[src/rtl/key_load_ctrl.sv]
// Key-load sequencer for an XOR-locked core: streams key chunks plus an XOR checksum,
// commits the key atomically on a checksum match, and gates the core outputs until armed.
module key_load_ctrl #(
   parameter int KEY_W   = 64,
   parameter int CHUNK_W = 8,
   parameter int OUT_W   = 7,
   parameter int TIMEOUT = 1024
) (
   input  logic               clk,
   input  logic               rst_n,
   input  logic               load_start,
   input  logic               kin_valid,
   output logic               kin_ready,
   input  logic [CHUNK_W-1:0] kin_data,
   input  logic               kin_last,
   output logic [KEY_W-1:0]   key_out,
   output logic               key_valid,
   output logic               busy,
   output logic               err,
   input  logic [OUT_W-1:0]   core_in,
   output logic [OUT_W-1:0]   core_out
);

   localparam int NBEATS = KEY_W / CHUNK_W;
   localparam int CNT_W  = $clog2(NBEATS + 1);
   localparam int TMO_W  = $clog2(TIMEOUT + 2);

   typedef enum logic [2:0] {
      S_IDLE,
      S_LOAD,
      S_CHECK,
      S_ARMED,
      S_FAULT
   } state_e;

   state_e             state_q, state_d;
   logic [KEY_W-1:0]   shadow_q, shadow_d;
   logic [CNT_W-1:0]   cnt_q, cnt_d;
   logic [CHUNK_W-1:0] csum_q, csum_d;
   logic [TMO_W-1:0]   tmo_q, tmo_d;
   logic [KEY_W-1:0]   key_out_q, key_out_d;
   logic               key_valid_q, key_valid_d;
   logic [OUT_W-1:0]   core_out_q, core_out_d;

   logic in_load;
   logic accept;
   logic tmo_hit;

   assign in_load   = (state_q == S_LOAD) || (state_q == S_CHECK);
   assign kin_ready = in_load;
   assign busy      = in_load;
   assign err       = (state_q == S_FAULT);
   assign accept    = kin_valid && kin_ready;
   // Fires on the edge that would bring the idle count up to TIMEOUT.
   assign tmo_hit   = (TIMEOUT != 0) && (tmo_q == TMO_W'(TIMEOUT - 1));

   assign key_out   = key_out_q;
   assign key_valid = key_valid_q;
   assign core_out  = core_out_q;

   always_comb begin
      // NOTE: every signal gets a default before the case so no latch is inferred.
      state_d     = state_q;
      shadow_d    = shadow_q;
      cnt_d       = cnt_q;
      csum_d      = csum_q;
      tmo_d       = tmo_q;
      key_out_d   = key_out_q;
      key_valid_d = key_valid_q;
      core_out_d  = key_valid_q ? core_in : '0;

      if (load_start) begin
         // A (re)start wipes all load progress and hides any previously armed key.
         state_d     = S_LOAD;
         shadow_d    = '0;
         cnt_d       = '0;
         csum_d      = '0;
         tmo_d       = '0;
         key_out_d   = '0;
         key_valid_d = 1'b0;
      end else begin
         case (state_q)
            S_LOAD: begin
               if (accept) begin
                  shadow_d = {shadow_q[KEY_W-CHUNK_W-1:0], kin_data};
                  csum_d   = csum_q ^ kin_data;
                  cnt_d    = cnt_q + 1'b1;
                  tmo_d    = '0;
                  if (kin_last)
                     state_d = S_FAULT;
                  else if (cnt_q == CNT_W'(NBEATS - 1))
                     state_d = S_CHECK;
               end else if (tmo_hit) begin
                  state_d = S_FAULT;
               end else begin
                  tmo_d = tmo_q + 1'b1;
               end
            end
            S_CHECK: begin
               if (accept) begin
                  tmo_d = '0;
                  if (kin_last && (kin_data == csum_q)) begin
                     state_d     = S_ARMED;
                     key_out_d   = shadow_q;
                     key_valid_d = 1'b1;
                  end else begin
                     state_d = S_FAULT;
                  end
               end else if (tmo_hit) begin
                  state_d = S_FAULT;
               end else begin
                  tmo_d = tmo_q + 1'b1;
               end
            end
            default: ;
         endcase
      end
   end

   // NOTE: state registers use non-blocking assignments so all flops update together.
   always_ff @(posedge clk or negedge rst_n) begin
      if (!rst_n) begin
         state_q     <= S_IDLE;
         shadow_q    <= '0;
         cnt_q       <= '0;
         csum_q      <= '0;
         tmo_q       <= '0;
         key_out_q   <= '0;
         key_valid_q <= 1'b0;
         core_out_q  <= '0;
      end else begin
         state_q     <= state_d;
         shadow_q    <= shadow_d;
         cnt_q       <= cnt_d;
         csum_q      <= csum_d;
         tmo_q       <= tmo_d;
         key_out_q   <= key_out_d;
         key_valid_q <= key_valid_d;
         core_out_q  <= core_out_d;
      end
   end

endmodule
[config.mk]
export PLATFORM = sky130hd
export DESIGN_NAME = key_load_ctrl
export DESIGN_NICKNAME = d
export VERILOG_FILES = /design/src/rtl/key_load_ctrl.sv
export SDC_FILE = /design/constraint.sdc
export NUM_CORES = 1
export LEC_CHECK = 0
export ABC_AREA = 0
export BUFFER_PORTS_ARGS = -buffer_cell sky130_fd_sc_hd__buf_2
export CAP_MARGIN = 20
export CORE_ASPECT_RATIO = 0.8
export CORE_UTILIZATION = 56
export CTS_CLUSTER_DIAMETER = 30
export DETAILED_ROUTE_END_ITERATION = 10
export PLACE_DENSITY = 0.78
export SETUP_SLACK_MARGIN = 0.05
export SLEW_MARGIN = 20
export SYNTH_ARGS = -nofsm -noshare
export SYNTH_HDL_FRONTEND = slang
export SYNTH_SLANG_ARGS = --single-unit
[constraint.sdc]
create_clock -name clk -period 5.2 [get_ports clk]
set_clock_uncertainty 0.15 [all_clocks]
set_input_delay 1.04 -clock clk [delete_from_list [all_inputs] [get_ports clk]]
set_output_delay 1.04 -clock clk [all_outputs]
set_load 0.02 [all_outputs]
==> results of run 1 <==
## path summary, 6_finish.rpt
kind	start	to	slack (ns)	cells after the start
worst max-delay path	kin_data[7]	key_out[62]	2.25	7
worst min-delay path	tmo_q[10]	tmo_q[10]	0.36	1
worst max register to register	state_q[2]	key_out[62]	2.39	6
worst min register to register	tmo_q[10]	tmo_q[10]	0.36	1
max in group asynchronous	rst_n	shadow_q[23]	3.29	2
min in group asynchronous	rst_n	core_out[1]	0.51	1
## layer usage
| layer | vias up | share of wire, % |
|---|---|---|
| met5 | - | 0 |
| met4 | 0 | 1.1 |
| met3 | 16 | 4.8 |
| met2 | 122 | 48 |
| met1 | 2427 | 46 |
| li1 | 2286 | - |
## layout make-up
cell class	instances	area (µm²)	share of cell area, %
clock buffers	17	425.4	5.463
repair buffers	100	524.3	6.732
clock inverters	15	136.4	1.751
multi-input cells	437	2455	31.52
flip-flops and latches	162	4054	52.06
well taps	148	185.2	2.378
inverters	2	7.507	0.09640
## logic make-up (layout without fill, tap and decap cells)
| family | Yosys count | in the layout |
|---|---|---|
| xor+xnor | 25 | 25 |
| mux | 64 | 64 |
| buf+inv | 43 | 134 |
| simple gates | 262 | 262 |
| fa+ha+maj | 2 | 2 |
| compound gates | 84 | 84 |
| flops | 162 | 162 |
## state kept, by name, indices dropped and copies added (netlist names)
register	count
cnt_q	4
key_out	64
key_valid	1
csum_q	8
tmo_q	11
core_out	7
shadow_q	64
state_q	3
## report_power, final
group / total (mW) / internal, mW / switching, mW / leakage, nW
sequential: 1.31 / 1.29 / 0.0275 / 2.25
clock: 1.18 / 0.663 / 0.519 / 0.266
combinational: 0.205 / 0.0534 / 0.152 / 1.11
## cells in the mapped netlist, types with 2 or more instances
cell type                  number  share of area [%]
sky130_fd_sc_hd__o21ai_1        2               0.15
sky130_fd_sc_hd__buf_1          4               0.22
sky130_fd_sc_hd__ha_1           2               0.37
sky130_fd_sc_hd__and3_1         2               0.19
sky130_fd_sc_hd__xor2_1        15                2.0
sky130_fd_sc_hd__buf_2          2               0.15
sky130_fd_sc_hd__mux2i_1       64                9.6
sky130_fd_sc_hd__nor4b_1        2               0.26
sky130_fd_sc_hd__o31ai_1        3               0.34
sky130_fd_sc_hd__nand3_1        4               0.30
sky130_fd_sc_hd__dfrtp_1      162                 60
sky130_fd_sc_hd__and4_1         3               0.39
sky130_fd_sc_hd__nand2_1      139                7.8
sky130_fd_sc_hd__nand4_1        7               0.65
sky130_fd_sc_hd__buf_6          4               0.67
sky130_fd_sc_hd__xnor2_1       10                1.3
sky130_fd_sc_hd__a21oi_1       70                5.2
sky130_fd_sc_hd__a31oi_1        2               0.19
sky130_fd_sc_hd__clkbuf_1      28                1.6
sky130_fd_sc_hd__nor2_1        88                4.9
sky130_fd_sc_hd__and2_1         8               0.75
sky130_fd_sc_hd__buf_4          3               0.34
## cell usage in the layout, fill, tap and decap left out, types with 2 or more instances in the layout
cell,n
sky130_fd_sc_hd__buf_2,92
sky130_fd_sc_hd__nand3_1,4
sky130_fd_sc_hd__xnor2_1,10
sky130_fd_sc_hd__nand2_1,139
sky130_fd_sc_hd__a31oi_1,2
sky130_fd_sc_hd__o21ai_1,2
sky130_fd_sc_hd__clkbuf_16,17
sky130_fd_sc_hd__clkinvlp_4,4
sky130_fd_sc_hd__and3_1,2
sky130_fd_sc_hd__ha_1,2
sky130_fd_sc_hd__dfrtp_1,162
sky130_fd_sc_hd__buf_4,7
sky130_fd_sc_hd__and2_1,8
sky130_fd_sc_hd__nand4_1,7
sky130_fd_sc_hd__clkinv_2,3
sky130_fd_sc_hd__and4_1,3
sky130_fd_sc_hd__xor2_1,15
sky130_fd_sc_hd__o31ai_1,2
sky130_fd_sc_hd__nor2_1,87
sky130_fd_sc_hd__clkinv_4,4
sky130_fd_sc_hd__mux2i_1,64
sky130_fd_sc_hd__nor4b_1,2
sky130_fd_sc_hd__a21oi_1,70
sky130_fd_sc_hd__inv_6,3
## worst max-delay path: stages
cell and delay, ns:
sky130_fd_sc_hd__buf_2 0.12, sky130_fd_sc_hd__xnor2_1 0.17, sky130_fd_sc_hd__nand4_1 0.18, sky130_fd_sc_hd__nor4_4 0.24
sky130_fd_sc_hd__buf_4 0.84, sky130_fd_sc_hd__mux2i_1 0.31, sky130_fd_sc_hd__nor2_1 0.06
==> report_table.html, run 1 <==
<table>
<tr><th>Metric</th><th>Value</th></tr>
<tr><th colspan="2">Critical path</th></tr>
<tr><td>Type of destination of the critical path</td><td>flop</td></tr>
<tr><td>Worst path required time</td><td>5.33 ns</td></tr>
<tr><td>Arrival time worst endpoint</td><td>3.08 ns</td></tr>
<tr><td>Worst Path Max Fanout</td><td>67</td></tr>
<tr><td>Startpoint kind of the worst setup timing path</td><td>primary input</td></tr>
<tr><td>Category of the critical setup timing path</td><td>in2reg</td></tr>
<tr><th colspan="2">Route</th></tr>
<tr><td>Vias after detailed routing</td><td>~4900</td></tr>
<tr><td>Final routed DRC violation total</td><td>0</td></tr>
<tr><td>Antenna-violating nets left</td><td>0</td></tr>
<tr><td>Avg WL per Cell</td><td>between 15 and 20 µm</td></tr>
<tr><td>Count of TritonRoute iterations in the first routing pass</td><td>5</td></tr>
<tr><td>Routed wire length</td><td>14110 µm</td></tr>
<tr><td>Ratio of routed vias to standard cells</td><td>5.506</td></tr>
<tr><td>DRC marker count from the first detailed-route iteration</td><td>405</td></tr>
<tr><th colspan="2">STA</th></tr>
<tr><td>Maximum achievable frequency</td><td>0.3393 GHz</td></tr>
<tr><td>Transition time of the tightest slew-check pin</td><td>1.134 ns</td></tr>
<tr><td>Worst Slack Setup Final</td><td>2.252 ns</td></tr>
<tr><td>Total of endpoints with negative setup slack in the final report</td><td>0</td></tr>
<tr><td>Final Hold Violating Endpoints</td><td>0</td></tr>
<tr><td>Final Max Tran Viols</td><td>0</td></tr>
<tr><td>Worst relative slew slack</td><td>24.40%</td></tr>
<tr><td>Worst hold slack</td><td>0.3627 ns</td></tr>
<tr><td>Final worst-path cycle share</td><td>56.68%</td></tr>
<tr><td>Fin crit period</td><td>approximately 2.9 ns</td></tr>
<tr><td>Post-Route Setup TNS</td><td>0 ns</td></tr>
<tr><td>RSZ-0062 raised after global routing</td><td>no</td></tr>
<tr><th colspan="2">Yosys</th></tr>
<tr><td>Combinational family with the most area after synthesis</td><td>simple AND/OR/NAND/NOR gates</td></tr>
<tr><td>Netlist Area Pre-Place</td><td>approximately 6700 µm²</td></tr>
<tr><td>Flip-flop cell with the highest count after synthesis</td><td>sky130_fd_sc_hd__dfrtp_1</td></tr>
<tr><td>Share of synthesized area spent on multiplexers</td><td>under 10%</td></tr>
<tr><td>Synthesized net count</td><td>between 600 and 700</td></tr>
<tr><td>Portion of the post-synthesis area used by sequential elements</td><td>approximately three fifths</td></tr>
<tr><td>Post-synthesis xor/xnor area fraction</td><td>3.267%</td></tr>
<tr><td>Fraction of the mapped netlist area in adder cells</td><td>0.3734%</td></tr>
<tr><td>Number of cells produced by synthesis</td><td>642</td></tr>
<tr><td>Register bit total from synthesis</td><td>162</td></tr>
<tr><td>Post-synth EDFFs</td><td>0</td></tr>
<tr><td>Area share of and/or/nand/nor cells after synthesis</td><td>16.43%</td></tr>
<tr><td>Yosys warns</td><td>0</td></tr>
<tr><td>Async S/R FF share, synth</td><td>100.0%</td></tr>
<tr><td>Synthesized-area fraction occupied by ao, oa, aoi and oai cells</td><td>6.815%</td></tr>
<tr><td>Average footprint of a synthesized cell</td><td>10.44 µm²</td></tr>
<tr><td>Library cells used by synthesis</td><td>40</td></tr>
<tr><th colspan="2">Clock tree</th></tr>
<tr><td>Number of buffers added by the clock tree synthesis step</td><td>17</td></tr>
<tr><td>Maximum buffer depth of the clock tree</td><td>2</td></tr>
<tr><td>CTS root buffer</td><td>sky130_fd_sc_hd__clkbuf_16</td></tr>
<tr><td>Clock-pin slew of the registers on the worst-case setup and hold paths</td><td>0.06 ns</td></tr>
<tr><td>Number of buffers inserted to repair setup after CTS</td><td>0</td></tr>
<tr><td>Number of clock sinks</td><td>approximately 160</td></tr>
<tr><td>Count of hold buffers inserted by post-cts repair</td><td>0</td></tr>
<tr><td>Number of resized instances in the post-cts repair step</td><td>0</td></tr>
<tr><td>Clock insertion delay at the later pin of the skew report</td><td>0.42 ns</td></tr>
<tr><td>Total number of H-tree levels</td><td>4</td></tr>
<tr><td>TritonCTS clock tree</td><td>built</td></tr>
<tr><th colspan="2">Placement</th></tr>
<tr><td>Gpl congestion</td><td>0.7956</td></tr>
<tr><td>Post-Place Cells</td><td>around 850</td></tr>
<tr><td>Count of port buffers added during placement</td><td>94</td></tr>
<tr><td>Placed instance area</td><td>7226 µm²</td></tr>
<tr><td>Placement Setup Slack</td><td>1.862 ns</td></tr>
<tr><td>Sum of net half-perimeters after detailed placement</td><td>8546 µm</td></tr>
<tr><th colspan="2">Final layout</th></tr>
<tr><td>Diode count</td><td>0</td></tr>
<tr><td>Area added between synthesis and finish</td><td>16.21%</td></tr>
<tr><td>Fraction of final layout cells sized beyond drive strength 1</td><td>18.96%</td></tr>
<tr><td>Final std cells w/o fill</td><td>881</td></tr>
<tr><td>Fin nets</td><td>742</td></tr>
<tr><td>Area of all placed cells without fillers</td><td>between 7000 and 8000 µm²</td></tr>
<tr><td>Layout Utilization</td><td>67.11%</td></tr>
<tr><td>Total of fill cells in the finished design</td><td>887</td></tr>
<tr><th colspan="2">Status</th></tr>
<tr><td>Result of the run</td><td>finished, final reports clean</td></tr>
<tr><th colspan="2">Pwr</th></tr>
<tr><td>Power density of the placed cells</td><td>roughly 350 nW/µm²</td></tr>
<tr><td>IR Drop Worst-Case VDD</td><td>0.2699 mV</td></tr>
<tr><td>Leakage power</td><td>3.624 nW</td></tr>
<tr><td>Design Power</td><td>~2.7 mW</td></tr>
<tr><th colspan="2">Global routing</th></tr>
<tr><td>Met2 demand-to-capacity share in global routing</td><td>37.31%</td></tr>
<tr><td>GR Layer Usage met1</td><td>33.69%</td></tr>
<tr><td>Busiest grt layer</td><td>met2</td></tr>
<tr><td>Antenna violations before repair</td><td>0</td></tr>
<tr><td>GR met3 Demand/Resource</td><td>about 7%</td></tr>
<tr><td>Global-route wire length before repair</td><td>23430 µm</td></tr>
<tr><td>Vias in the first global route</td><td>4733</td></tr>
<tr><td>GRT Util Overall</td><td>24.12%</td></tr>
<tr><td>Pin count of the biggest net entering global routing</td><td>96</td></tr>
<tr><td>Congestion Overflow GR</td><td>0</td></tr>
<tr><th colspan="2">Flow run</th></tr>
<tr><td>Max Cap Violations</td><td>0</td></tr>
<tr><th colspan="2">Floorplanning</th></tr>
<tr><td>Rows</td><td>35</td></tr>
<tr><td>IO Pins</td><td>95</td></tr>
<tr><td>Die boundary width</td><td>124.3 µm</td></tr>
<tr><td>Starting Density</td><td>57.75%</td></tr>
<tr><td>Die Span Y</td><td>99.85 µm</td></tr>
<tr><td>Core Region</td><td>11600 µm²</td></tr>
<tr><td>Floorplan die area</td><td>12410 µm²</td></tr>
<tr><th colspan="2">Worst hold path</th></tr>
<tr><td>Worst min path class</td><td>reg2reg</td></tr>
</table>
Power figures use the tool's default switching activity.
==> inputs of run 2 (changes only) <==
- clock period: 5.2 -> 2.85 ns (I/O delays scaled with it)
==> run 2 against run 1 <==
Compared with the run above: the flow now finishes with violations (hold timing); non-clock buffer count grew 6; first-iteration DRC count shrank 16%; combinational power grew 96%; setup slack lost 1.9 ns; via count grew 1.2%; die area is the same; clock power grew 97%; critical endpoint is now kin_ready; flip-flop and latch count is the same; sequential power grew 83%; sequential share of layout area shrank 0.97 points.
==> report_table.html, run 2 (same netlist as run 1, synthesis figures left out) <==
<table>
<tr><th>Metric</th><th>Value</th></tr>
<tr><th colspan="2">Status</th></tr>
<tr><td>Result of the run</td><td>finished with violations</td></tr>
<tr><td>Failing checks</td><td>hold timing</td></tr>
<tr><th colspan="2">Final layout</th></tr>
<tr><td>Fraction of final layout cells sized beyond drive strength 1</td><td>19.08% (+0.12 points)</td></tr>
<tr><td>Commonest non-fill, non-tap cells in the layout</td><td>162 x sky130_fd_sc_hd__dfrtp_1, 139 x sky130_fd_sc_hd__nand2_1, 92 x sky130_fd_sc_hd__buf_2</td></tr>
<tr><td>Commonest non-fill, non-tap cell in the layout</td><td>sky130_fd_sc_hd__dfrtp_1</td></tr>
<tr><td>Diode count</td><td>0 (unchanged)</td></tr>
<tr><td>Area added between synthesis and finish</td><td>18.41%</td></tr>
<tr><td>Layout Utilization</td><td>68.38% (+1.3 points)</td></tr>
<tr><td>Fin nets</td><td>748 (+0.81%)</td></tr>
<tr><td>Total of fill cells in the finished design</td><td>851 (-4.1%)</td></tr>
<tr><th colspan="2">Critical path</th></tr>
<tr><td>Category of the critical setup timing path</td><td>reg2out</td></tr>
<tr><td>Number of cells on the worst reg-to-reg path</td><td>6 (unchanged)</td></tr>
<tr><td>Startpoint kind of the worst setup timing path</td><td>flop</td></tr>
<tr><td>Arrival time worst endpoint</td><td>1.74 ns (-1.34 ns)</td></tr>
<tr><td>Worst Path Max Fanout</td><td>6 (-91%)</td></tr>
<tr><td>Worst path required time</td><td>2.13 ns (-3.20 ns)</td></tr>
<tr><td>Type of destination of the critical path</td><td>output pin</td></tr>
<tr><td>Slowest cell on the critical path</td><td>sky130_fd_sc_hd__dfrtp_1</td></tr>
<tr><td>CP Buf/Inv Count</td><td>1 (-1)</td></tr>
<tr><td>Peak per-stage delay on the critical path</td><td>0.44 ns (-0.40 ns)</td></tr>
<tr><td>Cell chain of the critical path</td><td>xnor2_1 -&gt; nor2_1 -&gt; buf_2</td></tr>
<tr><td>Top cell family by delay on the critical path</td><td>flip-flops</td></tr>
<tr><td>Cell count along the critical path</td><td>3 (-4)</td></tr>
<tr><td>R2R setup slack</td><td>0.44 ns (-1.95 ns)</td></tr>
<tr><th colspan="2">Clock tree</th></tr>
<tr><td>TritonCTS clock tree</td><td>built</td></tr>
<tr><td>Total number of H-tree levels</td><td>4 (unchanged)</td></tr>
<tr><td>Maximum buffer depth of the clock tree</td><td>2 (unchanged)</td></tr>
<tr><td>Clock insertion delay at the later pin of the skew report</td><td>0.41 ns (about the same)</td></tr>
<tr><td>Number of buffers added by the clock tree synthesis step</td><td>17 (unchanged)</td></tr>
<tr><td>Number of buffers inserted to repair setup after CTS</td><td>0 (unchanged)</td></tr>
<tr><td>Clock-pin slew of the registers on the worst-case setup and hold paths</td><td>0.06 ns (about the same)</td></tr>
<tr><td>Count of hold buffers inserted by post-cts repair</td><td>0 (unchanged)</td></tr>
<tr><td>CTS root buffer</td><td>sky130_fd_sc_hd__clkbuf_16</td></tr>
<tr><td>Number of resized instances in the post-cts repair step</td><td>0 (unchanged)</td></tr>
<tr><td>Number of clock sinks</td><td>162 (unchanged)</td></tr>
<tr><th colspan="2">STA</th></tr>
<tr><td>Worst hold slack</td><td>-0.01009 ns (-0.3727 ns)</td></tr>
<tr><td>Maximum achievable frequency</td><td>0.4062 GHz</td></tr>
<tr><td>Total of endpoints with negative setup slack in the final report</td><td>0 (unchanged)</td></tr>
<tr><td>Fin crit period</td><td>2.462 ns</td></tr>
<tr><td>Final worst-path cycle share</td><td>86.39%</td></tr>
<tr><td>RSZ-0062 raised after global routing</td><td>no</td></tr>
<tr><td>Post-Route Setup TNS</td><td>0 ns (unchanged)</td></tr>
<tr><td>Final Hold Violating Endpoints</td><td>5 (+5)</td></tr>
<tr><td>Final Max Tran Viols</td><td>0 (unchanged)</td></tr>
<tr><td>Worst relative slew slack</td><td>47.90% (+23 points)</td></tr>
<tr><td>Transition time of the tightest slew-check pin</td><td>0.7815 ns (-0.3525 ns)</td></tr>
<tr><th colspan="2">Route</th></tr>
<tr><td>Vias after detailed routing</td><td>4911 (+1.2%)</td></tr>
<tr><td>Routed wire length</td><td>14590 µm (+3.4%)</td></tr>
<tr><td>Antenna-violating nets left</td><td>0 (unchanged)</td></tr>
<tr><td>Final routed DRC violation total</td><td>0 (unchanged)</td></tr>
<tr><td>Avg WL per Cell</td><td>16.45 µm (+2.7%)</td></tr>
<tr><td>Ratio of routed vias to standard cells</td><td>5.537 (+0.55%)</td></tr>
<tr><td>DRC marker count from the first detailed-route iteration</td><td>340 (-16%)</td></tr>
<tr><td>Count of TritonRoute iterations in the first routing pass</td><td>5 (unchanged)</td></tr>
<tr><th colspan="2">Floorplanning</th></tr>
<tr><td>Starting Density</td><td>57.75% (unchanged)</td></tr>
<tr><td>Floorplan die area</td><td>12410 µm² (unchanged)</td></tr>
<tr><td>IO Pins</td><td>95 (unchanged)</td></tr>
<tr><td>Die Span Y</td><td>99.85 µm (unchanged)</td></tr>
<tr><td>Core Region</td><td>11600 µm² (unchanged)</td></tr>
<tr><td>Rows</td><td>35 (unchanged)</td></tr>
<tr><td>Die boundary width</td><td>124.3 µm (unchanged)</td></tr>
<tr><th colspan="2">Pwr</th></tr>
<tr><td>IR Drop Worst-Case VDD</td><td>0.4529 mV (+68%)</td></tr>
<tr><td>Int Power</td><td>3.909 mW (+95%)</td></tr>
<tr><td>Leakage power</td><td>3.700 nW (+2.1%)</td></tr>
<tr><td>Clock share of power</td><td>45.4% (+1.6 points)</td></tr>
<tr><td>Net switching fraction of the power</td><td>23.79% (-2.1 points)</td></tr>
<tr><td>Relative contribution of sequential cells to total power</td><td>46.7% (-1.9 points)</td></tr>
<tr><td>Power density of the placed cells</td><td>646.4 nW/µm² (+86%)</td></tr>
<tr><td>Switching power</td><td>1.220 mW (+75%)</td></tr>
<tr><td>Part of the power in combinational logic</td><td>7.8% (+0.2 points)</td></tr>
<tr><th colspan="2">Worst hold path</th></tr>
<tr><td>Worst min path class</td><td>in2async</td></tr>
<tr><th colspan="2">Global routing</th></tr>
<tr><td>GR Layer Usage met1</td><td>34.44% (+0.75 points)</td></tr>
<tr><td>GRT Util Overall</td><td>25.05% (+0.92 points)</td></tr>
<tr><td>Global-route wire length before repair</td><td>24610 µm (+5.0%)</td></tr>
<tr><td>Pin count of the biggest net entering global routing</td><td>80 (-17%)</td></tr>
<tr><td>Vias in the first global route</td><td>4878 (+3.1%)</td></tr>
<tr><td>Antenna violations before repair</td><td>0 (unchanged)</td></tr>
<tr><td>Met2 demand-to-capacity share in global routing</td><td>39.44% (+2.1 points)</td></tr>
<tr><td>Busiest grt layer</td><td>met2</td></tr>
<tr><td>Congestion Overflow GR</td><td>0 (unchanged)</td></tr>
<tr><td>GR met3 Demand/Resource</td><td>5.277% (-1.5 points)</td></tr>
<tr><th colspan="2">Placement</th></tr>
<tr><td>Gpl congestion</td><td>0.8114 (+2.0%)</td></tr>
<tr><td>Count of port buffers added during placement</td><td>94 (unchanged)</td></tr>
<tr><td>Sum of net half-perimeters after detailed placement</td><td>9324 µm (+9.1%)</td></tr>
<tr><th colspan="2">Flow run</th></tr>
<tr><td>Max Cap Violations</td><td>0 (unchanged)</td></tr>
</table>
-- run 2: stage by stage --
stage	instances	setup WS (ns)	power, mW	instance area (µm²)	hold slack, ns
after floorplan	642	0.8187	2.676	6701	0.1244
after global placement	855	0.5189	2.819	7328	0.3234
after detailed placement	855	0.3710	2.841	7328	0.3349
after CTS	887	0.4143	5.169	7935	0.02501
after global routing	887	0.3153	5.300	7935	0.04252
final	887	0.3879	5.129	7935	-0.01009
-- run 2: layer usage --
layer	wire [µm]	share of wire, %
met1	6647	46
met2	7047	48
met3	674	4.6
met4	218	1.5
met5	0	0
-- run 2: power by group through the flow --
stage	registers [mW]	logic (mW)	clock network, mW
after floorplan	2.42	0.256	0
after global routing	2.40	0.445	2.45
after detailed placement	2.44	0.404	0
after global placement	2.43	0.386	0
after CTS	2.40	0.406	2.37
final	2.40	0.402	2.33
-- run 2: worst paths after layout --
check	startpoint	endpoint
min in group clk	core_in[1]	core_out[1]
min reg2reg	tmo_q[10]	tmo_q[10]
max in group asynchronous	rst_n	shadow_q[24]
max	state_q[0]	kin_ready
min	rst_n	core_out[3]
max reg2reg	state_q[2]	key_out[3]
-- run 2: final cells by class --
| cell class | count | area, µm² | area share (%) |
|---|---|---|---|
| Sequential cell | 162 | 4054 | 51.09 |
| Multi-Input combinational cell | 437 | 2450 | 30.87 |
| Timing Repair Buffer | 106 | 631.9 | 7.963 |
| Clock buffer | 23 | 478.0 | 6.023 |
| Tap cell | 148 | 185.2 | 2.334 |
| Clock inverter | 9 | 128.9 | 1.624 |
| Inverter | 2 | 7.507 | 0.09461 |
-- run 2: worst register-to-register path: stages (launching register included) --
cell                      delay (ns)
sky130_fd_sc_hd__dfrtp_1        0.50
sky130_fd_sc_hd__nor3b_2        0.34
sky130_fd_sc_hd__nand4_1        0.22
sky130_fd_sc_hd__nor4_4         0.37
sky130_fd_sc_hd__buf_4          0.36
sky130_fd_sc_hd__mux2i_1        0.27
sky130_fd_sc_hd__nor2_1         0.06
